===== src/rtl/shift_rotate_seq_if.sv =====
// Start/done handshake and operand/result bus for the shift/rotate sequencer.
interface shift_rotate_seq_if #(
   parameter int WIDTH = 32
);
   logic             start;
   logic [2:0]       op;
   logic [WIDTH-1:0] in;
   logic [WIDTH-1:0] num_shifts;
   logic             ready;
   logic             busy;
   logic             done;
   logic [WIDTH-1:0] out;
   logic             zero;

   modport master (
      output start, op, in, num_shifts,
      input  ready, busy, done, out, zero
   );

   modport slave (
      input  start, op, in, num_shifts,
      output ready, busy, done, out, zero
   );
endinterface


===== src/rtl/shift_rotate_seq.sv =====
// Multi-cycle shift/rotate unit: ROR/ROL/SHR/SHL/SHRA, up to STEP bit positions per clock.
//  state | meaning
//  IDLE  | ready for a new request; out/zero hold the last result
//  SHIFT | working register advancing by min(count, STEP) per cycle
//  DONE  | one-cycle done pulse; out/zero freshly loaded
module shift_rotate_seq #(
   parameter int WIDTH = 32,
   parameter int STEP  = 1
) (
   input  logic             clk,
   input  logic             clr,
   shift_rotate_seq_if.slave bus
);
   localparam int CW = $clog2(WIDTH) + 1;
   localparam logic [WIDTH-1:0] WIDTH_V  = WIDTH'(WIDTH);
   localparam logic [CW-1:0]    WIDTH_CW = CW'(WIDTH);
   localparam logic [CW-1:0]    STEP_CW  = CW'(STEP);

   typedef enum logic [1:0] {S_IDLE, S_SHIFT, S_DONE} state_t;

   state_t           state_q, state_d;
   logic [2:0]       op_q, op_d;
   logic [WIDTH-1:0] work_q, work_d;
   logic [CW-1:0]    cnt_q, cnt_d;
   logic             ready_q, ready_d;
   logic             busy_q, busy_d;
   logic             done_q, done_d;
   logic [WIDTH-1:0] out_q, out_d;
   logic             zero_q, zero_d;

   logic [CW-1:0]    amt;
   logic [CW-1:0]    k;
   logic [WIDTH-1:0] shifted;

   // Effective amount: rotates wrap modulo WIDTH, shifts saturate at WIDTH.
   always_comb begin
      amt = '0;
      case (bus.op)
         3'b000, 3'b001:         amt = CW'(bus.num_shifts % WIDTH_V);
         3'b010, 3'b011, 3'b100: amt = (bus.num_shifts >= WIDTH_V) ? WIDTH_CW
                                                                  : CW'(bus.num_shifts);
         default:                amt = '0;
      endcase
   end

   always_comb begin
      k = (cnt_q > STEP_CW) ? STEP_CW : cnt_q;
      shifted = work_q;
      case (op_q)
         3'b000:  shifted = (work_q >> k) | (work_q << (WIDTH_CW - k));
         3'b001:  shifted = (work_q << k) | (work_q >> (WIDTH_CW - k));
         3'b010:  shifted = work_q >> k;
         3'b011:  shifted = work_q << k;
         3'b100:  shifted = $unsigned($signed(work_q) >>> k);
         default: shifted = work_q;
      endcase
   end

   always_comb begin
      state_d = state_q;
      op_d    = op_q;
      work_d  = work_q;
      cnt_d   = cnt_q;
      ready_d = ready_q;
      busy_d  = busy_q;
      done_d  = done_q;
      out_d   = out_q;
      zero_d  = zero_q;
      case (state_q)
         S_IDLE: begin
            if (bus.start) begin
               op_d    = bus.op;
               work_d  = bus.in;
               cnt_d   = amt;
               ready_d = 1'b0;
               if (amt != '0) begin
                  state_d = S_SHIFT;
                  busy_d  = 1'b1;
               end else begin
                  state_d = S_DONE;
                  done_d  = 1'b1;
                  out_d   = bus.in;
                  zero_d  = (bus.in == '0);
               end
            end
         end
         S_SHIFT: begin
            work_d = shifted;
            cnt_d  = cnt_q - k;
            if (cnt_q == k) begin
               state_d = S_DONE;
               busy_d  = 1'b0;
               done_d  = 1'b1;
               out_d   = shifted;
               zero_d  = (shifted == '0);
            end
         end
         S_DONE: begin
            state_d = S_IDLE;
            done_d  = 1'b0;
            ready_d = 1'b1;
         end
         default: begin
            state_d = S_IDLE;
            busy_d  = 1'b0;
            done_d  = 1'b0;
            ready_d = 1'b1;
         end
      endcase
   end

   always_ff @(posedge clk or posedge clr) begin
      if (clr) begin
         state_q <= S_IDLE;
         op_q    <= '0;
         work_q  <= '0;
         cnt_q   <= '0;
         ready_q <= 1'b1;
         busy_q  <= 1'b0;
         done_q  <= 1'b0;
         out_q   <= '0;
         zero_q  <= 1'b1;
      end else begin
         state_q <= state_d;
         op_q    <= op_d;
         work_q  <= work_d;
         cnt_q   <= cnt_d;
         ready_q <= ready_d;
         busy_q  <= busy_d;
         done_q  <= done_d;
         out_q   <= out_d;
         zero_q  <= zero_d;
      end
   end

   assign bus.ready = ready_q;
   assign bus.busy  = busy_q;
   assign bus.done  = done_q;
   assign bus.out   = out_q;
   assign bus.zero  = zero_q;
endmodule

===== src/flat_wrapper.sv =====
// flat-port wrapper written by rule: the top's interface ports become plain ports
module shift_rotate_seq_flat 
#(
   parameter int WIDTH = 32,
   parameter int STEP  = 1
)
  (clk, clr, bus_start, bus_op, bus_in, bus_num_shifts, bus_ready, bus_busy, bus_done, bus_out, bus_zero);
  shift_rotate_seq_if #(.WIDTH(WIDTH)) bus_i ();
  input  logic clk;
  input  logic clr;
  input wire logic [$bits(bus_i.start)-1:0] bus_start;
  input wire logic [$bits(bus_i.op)-1:0] bus_op;
  input wire logic [$bits(bus_i.in)-1:0] bus_in;
  input wire logic [$bits(bus_i.num_shifts)-1:0] bus_num_shifts;
  output wire logic [$bits(bus_i.ready)-1:0] bus_ready;
  output wire logic [$bits(bus_i.busy)-1:0] bus_busy;
  output wire logic [$bits(bus_i.done)-1:0] bus_done;
  output wire logic [$bits(bus_i.out)-1:0] bus_out;
  output wire logic [$bits(bus_i.zero)-1:0] bus_zero;
  assign bus_i.start = bus_start;
  assign bus_i.op = bus_op;
  assign bus_i.in = bus_in;
  assign bus_i.num_shifts = bus_num_shifts;
  assign bus_ready = bus_i.ready;
  assign bus_busy = bus_i.busy;
  assign bus_done = bus_i.done;
  assign bus_out = bus_i.out;
  assign bus_zero = bus_i.zero;
  shift_rotate_seq #(.WIDTH(WIDTH), .STEP(STEP)) u_core (.clk(clk), .clr(clr), .bus(bus_i));
endmodule

===== config.mk =====
export PLATFORM = sky130hd
export DESIGN_NAME = shift_rotate_seq_flat
export DESIGN_NICKNAME = d
export VERILOG_FILES = /design/src/rtl/shift_rotate_seq_if.sv /design/src/rtl/shift_rotate_seq.sv /design/src/flat_wrapper.sv
export SDC_FILE = /design/constraint.sdc
export NUM_CORES = 1
export LEC_CHECK = 0
export BUFFER_PORTS_ARGS = -buffer_cell sky130_fd_sc_hd__buf_2
export CORE_ASPECT_RATIO = 1.75
export CORE_UTILIZATION = 51
export CTS_CLUSTER_SIZE = 12
export DETAILED_ROUTE_END_ITERATION = 10
export PLACE_DENSITY_LB_ADDON = 0.12
export SYNTH_ARGS = -nofsm -noshare
export SYNTH_HDL_FRONTEND = slang
export SYNTH_SLANG_ARGS = --single-unit

===== constraint.sdc =====
create_clock -name clk -period 3.1 [get_ports clk]
set_input_delay 0.465 -clock clk [delete_from_list [all_inputs] [get_ports clk]]
set_output_delay 0.465 -clock clk [all_outputs]
set_load 0.03 [all_outputs]

# Word-level counts from Yosys, hierarchy flattened
# Cells that the tools add are included.
# totals
ff_bits	79
input_bits	70
output_inout_bits	36
elab_cells	83
# op_classes
addsub	2
order_cmp	2
eq_ne	15
shift	5
n_mux	30
n_bitwise	4
reduce_logical	16
# op_table
cell	n
32-bit one-hot mux with 5 select lines	1
32-bit 2-to-1 mux	4
32-bit one-hot mux with 2 select lines	2
32-bit logical NOT	2
32-bit OR	2
32-bit by 6-bit << shifter with 32-bit output	2
32-bit by 6-bit right shift with 32-bit output	2
32-bit by 6-bit greater-or-equal comparator with 1-bit output (second input constant)	1
32-bit by 6-bit >>> shifter with 32-bit output	1
6-bit one-hot mux with 2 select lines	2
6-bit 2-to-1 mux	3
3-bit by 2-bit equality test with 1-bit output (second input constant)	4
1-bit 2-to-1 mux	10
2-bit AND reduction	4
4-bit AND reduction	2
3-bit by 1-bit equality test with 1-bit output (second input constant)	2
3-bit equality test (second input constant)	2
6-bit equality test	1
6-bit by 1-bit > comparator with 1-bit output (second input constant)	1
3-bit logical NOT	2
2-bit 2-to-1 mux	3
1-bit one-hot mux with 2 select lines	3
6-bit nonzero test	1
6-bit subtractor	1
13 further kinds	16

# Depth between registers and ports, before layout
# logic_depth
ltp_word	9
mapped_depth	17
depth_no_buf	12

# Worst setup path after synthesis
# No wires, ideal clock.
# synth_timing
kind	reg2reg
start	reg u_core.cnt_q[5]
end	reg u_core.zero_q, in the netlist u_core.bus.zero
setup_ns	0.061
t_arrival_ns	3.200
t_required_ns	3.039
setup_slack_ns	-0.161
path_stages_with_launch	17
n_path_buf	4
period_less_slack_ns	3.261
path_cell_list	dfrtp_1 -> nor4_4 -> nand2_2 -> inv_2 -> buf_6 -> buf_4 -> ha_1 -> buf_4 -> buf_4 -> mux2i_1 -> o2bb2ai_1 -> a211oi_1 -> nand2_2 -> a2111oi_2 -> nand4_1 -> nor3_1 -> a31o_1
# synth_via
elab_chain_len	9
word_cells_on_any_way	17
cone_classes	add/sub: 1; order compare: 1; eq/ne: 2; shift: 5; mux: 4; bitwise: 2; reduce/logical: 2
# synth_rtl
element	line_no	text
start, declared	shift_rotate_seq.sv:24	logic [CW-1:0] cnt_q, cnt_d;
start signal, assigned	shift_rotate_seq.sv:127	cnt_q <= cnt_d;
6-bit by 1-bit > comparator with 1-bit output	shift_rotate_seq.sv:47	k = (cnt_q > STEP_CW) ? STEP_CW : cnt_q;
6-bit 2-to-1 mux	shift_rotate_seq.sv:47	
6-bit subtractor	shift_rotate_seq.sv:50, shift_rotate_seq.sv:51	
32-bit by 6-bit right shift with 32-bit output / 32-bit by 6-bit << shifter with 32-bit output (equally long branches)	shift_rotate_seq.sv:51, shift_rotate_seq.sv:50	
32-bit OR (on tied branches)	shift_rotate_seq.sv:51, shift_rotate_seq.sv:50	
32-bit one-hot mux with 5 select lines	shift_rotate_seq.sv:49	case (op_q)
32-bit logical NOT	shift_rotate_seq.sv:95	zero_d = (shifted == '0);
1-bit 2-to-1 mux	shift_rotate_seq.sv:90	if (cnt_q == k) begin
1-bit one-hot mux with 2 select lines	shift_rotate_seq.sv:69	case (state_q)
end signal, assigned	shift_rotate_seq.sv:132	zero_q <= zero_d;
end, declared	shift_rotate_seq.sv:29	logic zero_q, zero_d;
# Parallel ways exist; a longest one is shown, timed or not. The select of a mux whose other input is x is not followed.
# A chain may end at the register's enable or synchronous reset.

# Worst setup path in the final report
# Same ends and word-level chain as after synthesis.

==> metrics.md <==
| Metric | Value |
|---|---|
| Status | `finished clean` |
| Post-Synth XOR/XNOR Area | `0%` |
| WS Path Type | `flip-flop to flip-flop` |
| Slew Viols, Final | `0` |
| Finished Layout Cells | `915` |
| Gpl congestion | `0.996` |
| Max-cap viol count | `0` |
| Clock Latency Late Sink | `0.35 ns` |
| H-tree depth | `3` |
| Vias in the first global route | `6251` |
| Synth Area per Inst | `8.27 µm²` |
| Worst Path Buf+Inv | `3` |
| Layout cells sized above 1 | `28.9%` |
| Total power | `9.35 mW` |
| Starting Density | `53.0%` |
| Internal Power | `4.36 mW` |
| Endpoints failing setup | `0` |
| Core Footprint | `10400 µm²` |
| Setup tns final | `0 ns` |
| DRT antenna net count | `0` |
| Clk pwr share | `12.3%` |
| Netlist cell types | `73` |
| Delay-heaviest family, CP | `compound AO/OA/AOI/OAI gates` |
| Post-Place Worst Slack | `-0.0918 ns` |
| Sequential fraction of the synthesis area | `35.8%` |
| Chip width | `80.7 µm` |
| Top cell type by total area after synthesis | `dfrtp_1` |
| CP Capture Type | `flip-flop` |
| Final hold violation count | `0` |
| Final worst setup slack | `0.161 ns` |
| WP data required | `3.38 ns` |
| Crit Path Max Fanout | `8` |
| Die height | `140 µm` |
| Initial DRC count | `759` |
| Vias per cell | `6.89` |
| EDFF count, synth | `0` |
| Post-synthesis async set-or-reset flop share | `100%` |
| Yosys top cell area share | `34.9%` |
| Fill cells | `916` |
| Grt ovf | `0` |
| Power density over the cells | `1380 nW/µm²` |
| Critical path's most frequent cell | `buf_4` |
| CTS clk-pin slew, worst paths | `0.08 ns` |
| Crit share post-route | `94.8%` |
| Crit-path max cell delay | `0.41 ns` |
| Hold Buf Count CTS | `0` |
| CTS Buf Count | `9` |
| Most used flip-flop cell after synthesis | `dfrtp_1` |
| Register area | `1980 µm²` |
| DRT Wirelength | `22800 µm` |
| Placed Area | `6400 µm²` |
| Number of nets in the layout | `856` |
| Layout area overhead | `22.9%` |
| Initial DRT Pass Iterations | `8` |
| Fin area | `6790 µm²` |
| Wire length per cell | `24.9 µm` |
| Mapped Area | `5520 µm²` |
| Max IR drop VDD | `957 µV` |
| Footprint of the multi-input gates | `3270 µm²` |
| DP Cell Count | `898` |
| Synth Area in Simple Gates | `18.9%` |
| Remaining DRCs | `0` |
| Final core utilization | `65.1%` |
| Ys Warns | `0` |
| Antenna diodes | `0` |
| First-pass GRT wire length | `35100 µm` |
| # rows | `49` |
| Hold Crit Class | `input port to asynchronous set/reset pin` |
| Max Freq | `0.340 GHz` |
| Io pins | `106` |
| Port bufs | `105` |
| Hold slack | `0.149 ns` |
| Type of origin of the critical path | `flip-flop` |
| Post-synthesis mux area share | `10.5%` |
| Antenna violations before repair | `0` |
| Logic pwr share | `62.1%` |
| DIE AREA | `11300 µm²` |
| Sink Count | `79` |
| Pleak | `2.99 nW` |
| Compound-cell area share of the yosys netlist | `27.3%` |
| Yosys reg bits | `79` |
| Max Root-Sink Buffers | `2` |
| Net Sw Frac | `53.4%` |
| Largest net degree at the start of global routing | `71` |
| Via Count | `6304` |
| Reg power frac | `25.7%` |
| RSZ-0062 raised after global routing | `true` |
| Syn_nets | `741` |
| Worst path arrival time | `3.22 ns` |
| Area contributors post-synth | `dfrtp_1 35%, mux2i_1 8.7%, o21ai_0 8.3%` |
| Critical path, cell by cell | `nor4_4 > nand2_2 > inv_2 > ha_4 > buf_4 > nor4bb_1 > buf_4 > a32oi_1 > o21ai_0 > o32a_1 > a2111oi_4 > nand4_1 > nor3_2 > a31o_1` |
| Root Buffer | `clkbuf_16` |
| Worst slew pin tran | `0.889 ns` |
| Slew margin rel. | `40.2%` |
| Largest family of logic cells by synthesized area | `compound AO/OA/AOI/OAI gates` |
| Post-Synthesis Cells | `668` |
| HPWL reported at the end of detailed placement | `17000 µm` |
| CTS tree | `done` |
| Fin Clk Skew | `0.0148 ns` |
| Clock period minus worst slack | `2.94 ns` |
| Post-synthesis adder-cell area fraction | `0.680%` |
| Global Route Usage Sum | `42.1%` |
| Switching pwr | `4.99 mW` |
| CP max stage cell | `dfrtp_1` |
what timing repair did:
| action | in CTS | in global routing |
|---|---|---|
| pin swaps | 0 | 4 |
| gates cloned | 0 | 0 |
| endpoints found under the hold margin | 0 | 0 |
| endpoints found under the setup margin | 1 | 10 |
| setup buffers | 1 | 0 |
| gates resized for setup | 0 | 10 |
cells in the mapped netlist (all sizes together), types with 11 or more instances:
cell type,n
nor3,19
nand2,91
mux2i,48
inv,18
o22ai,20
nor2,52
nor4,17
nand3,12
a211oi,11
a21oi,38
buf,29
clkbuf,32
o21ai,98
dfrtp,77
per-layer routing:
| layer | wire length, µm | vias to the layer above | track usage, % | part of all wire [%] |
|---|---|---|---|---|
| met4 | 1870 | 0 | 29.9 | 8.2 |
| met5 | 0 | - | 0 | 0 |
| met2 | 11000 | 448 | 66.6 | 48 |
| met1 | 8060 | 3011 | 50.0 | 35 |
| li1 | - | 2700 | - | - |
| met3 | 1910 | 145 | 8.33 | 8.4 |
flip-flops by register name (all words and copies together) (netlist names):
signal	cells
u_core.state_q	2
u_core.bus.ready	1
u_core.bus.out	32
u_core.work_q	32
u_core.bus.done	1
u_core.op_q	3
u_core.cnt_q	6
u_core.bus.busy	1
u_core.bus.zero	1
power groups by stage:
stage	combinational (mW)	clock [mW]	sequential [mW]
after floorplan	3.39	0	2.33
after global placement	5.43	0	2.34
after detailed placement	5.51	0	2.33
after CTS	5.55	1.14	2.31
after global routing	6.18	1.19	2.40
final	5.80	1.15	2.40
layout by cell type, fill, tap and decap left out, types with 3 or more instances in the layout:
master and count:
a2111oi_4 3, a211oi_1 10, a21oi_1 38, a221oi_1 3
a311oi_1 3, a31oi_1 7, a32oi_1 3, buf_2 105
buf_4 58, clkbuf_16 9, dfrtp_1 77, inv_1 16
mux2_2 7, mux2i_1 47, nand2_1 87, nand2_2 4
nand3_1 12, nand4_1 7, nor2_1 51, nor3_1 14
nor3_2 4, nor4_1 16, o211ai_1 3, o21ai_0 91
o21ai_1 5, o22a_1 3, o22ai_1 20, o31ai_1 3
o32a_1 7, o32ai_1 4
kinds of logic after synthesis:
kind of cell,count (synthesis)
adders and majority gates,3
AOI/OAI and AO/OA,232
and+or+nand+nor,218
buffers and inverters,79
muxes,56
DFF,79
other,1
layout make-up:
class / count / share of cell area [%]
multi-input combinational: 510 / 48.1
sequential: 79 / 29.2
timing repair buffer: 165 / 14.7
clock buffer: 9 / 3.32
tap: 127 / 2.34
clock inverter: 7 / 1.27
inverter: 18 / 1.01
path summary, 6_finish.rpt:
path                            slack, ns              start                 to  cells after the start
worst max register to register       0.16    u_core.cnt_q[5]    u_core.bus.zero                     14
worst min register to register       0.48  u_core.bus.out[7]  u_core.bus.out[7]                      2
worst min-delay path                 0.15                clr   u_core.work_q[2]                      2
min in group clk                     0.37          bus_op[0]     u_core.op_q[0]                      3
max in group asynchronous            2.20                clr    u_core.bus.zero                      3
worst max-delay path                 0.16    u_core.cnt_q[5]    u_core.bus.zero                     14
Note: power is estimated with default switching activity, not from simulation.
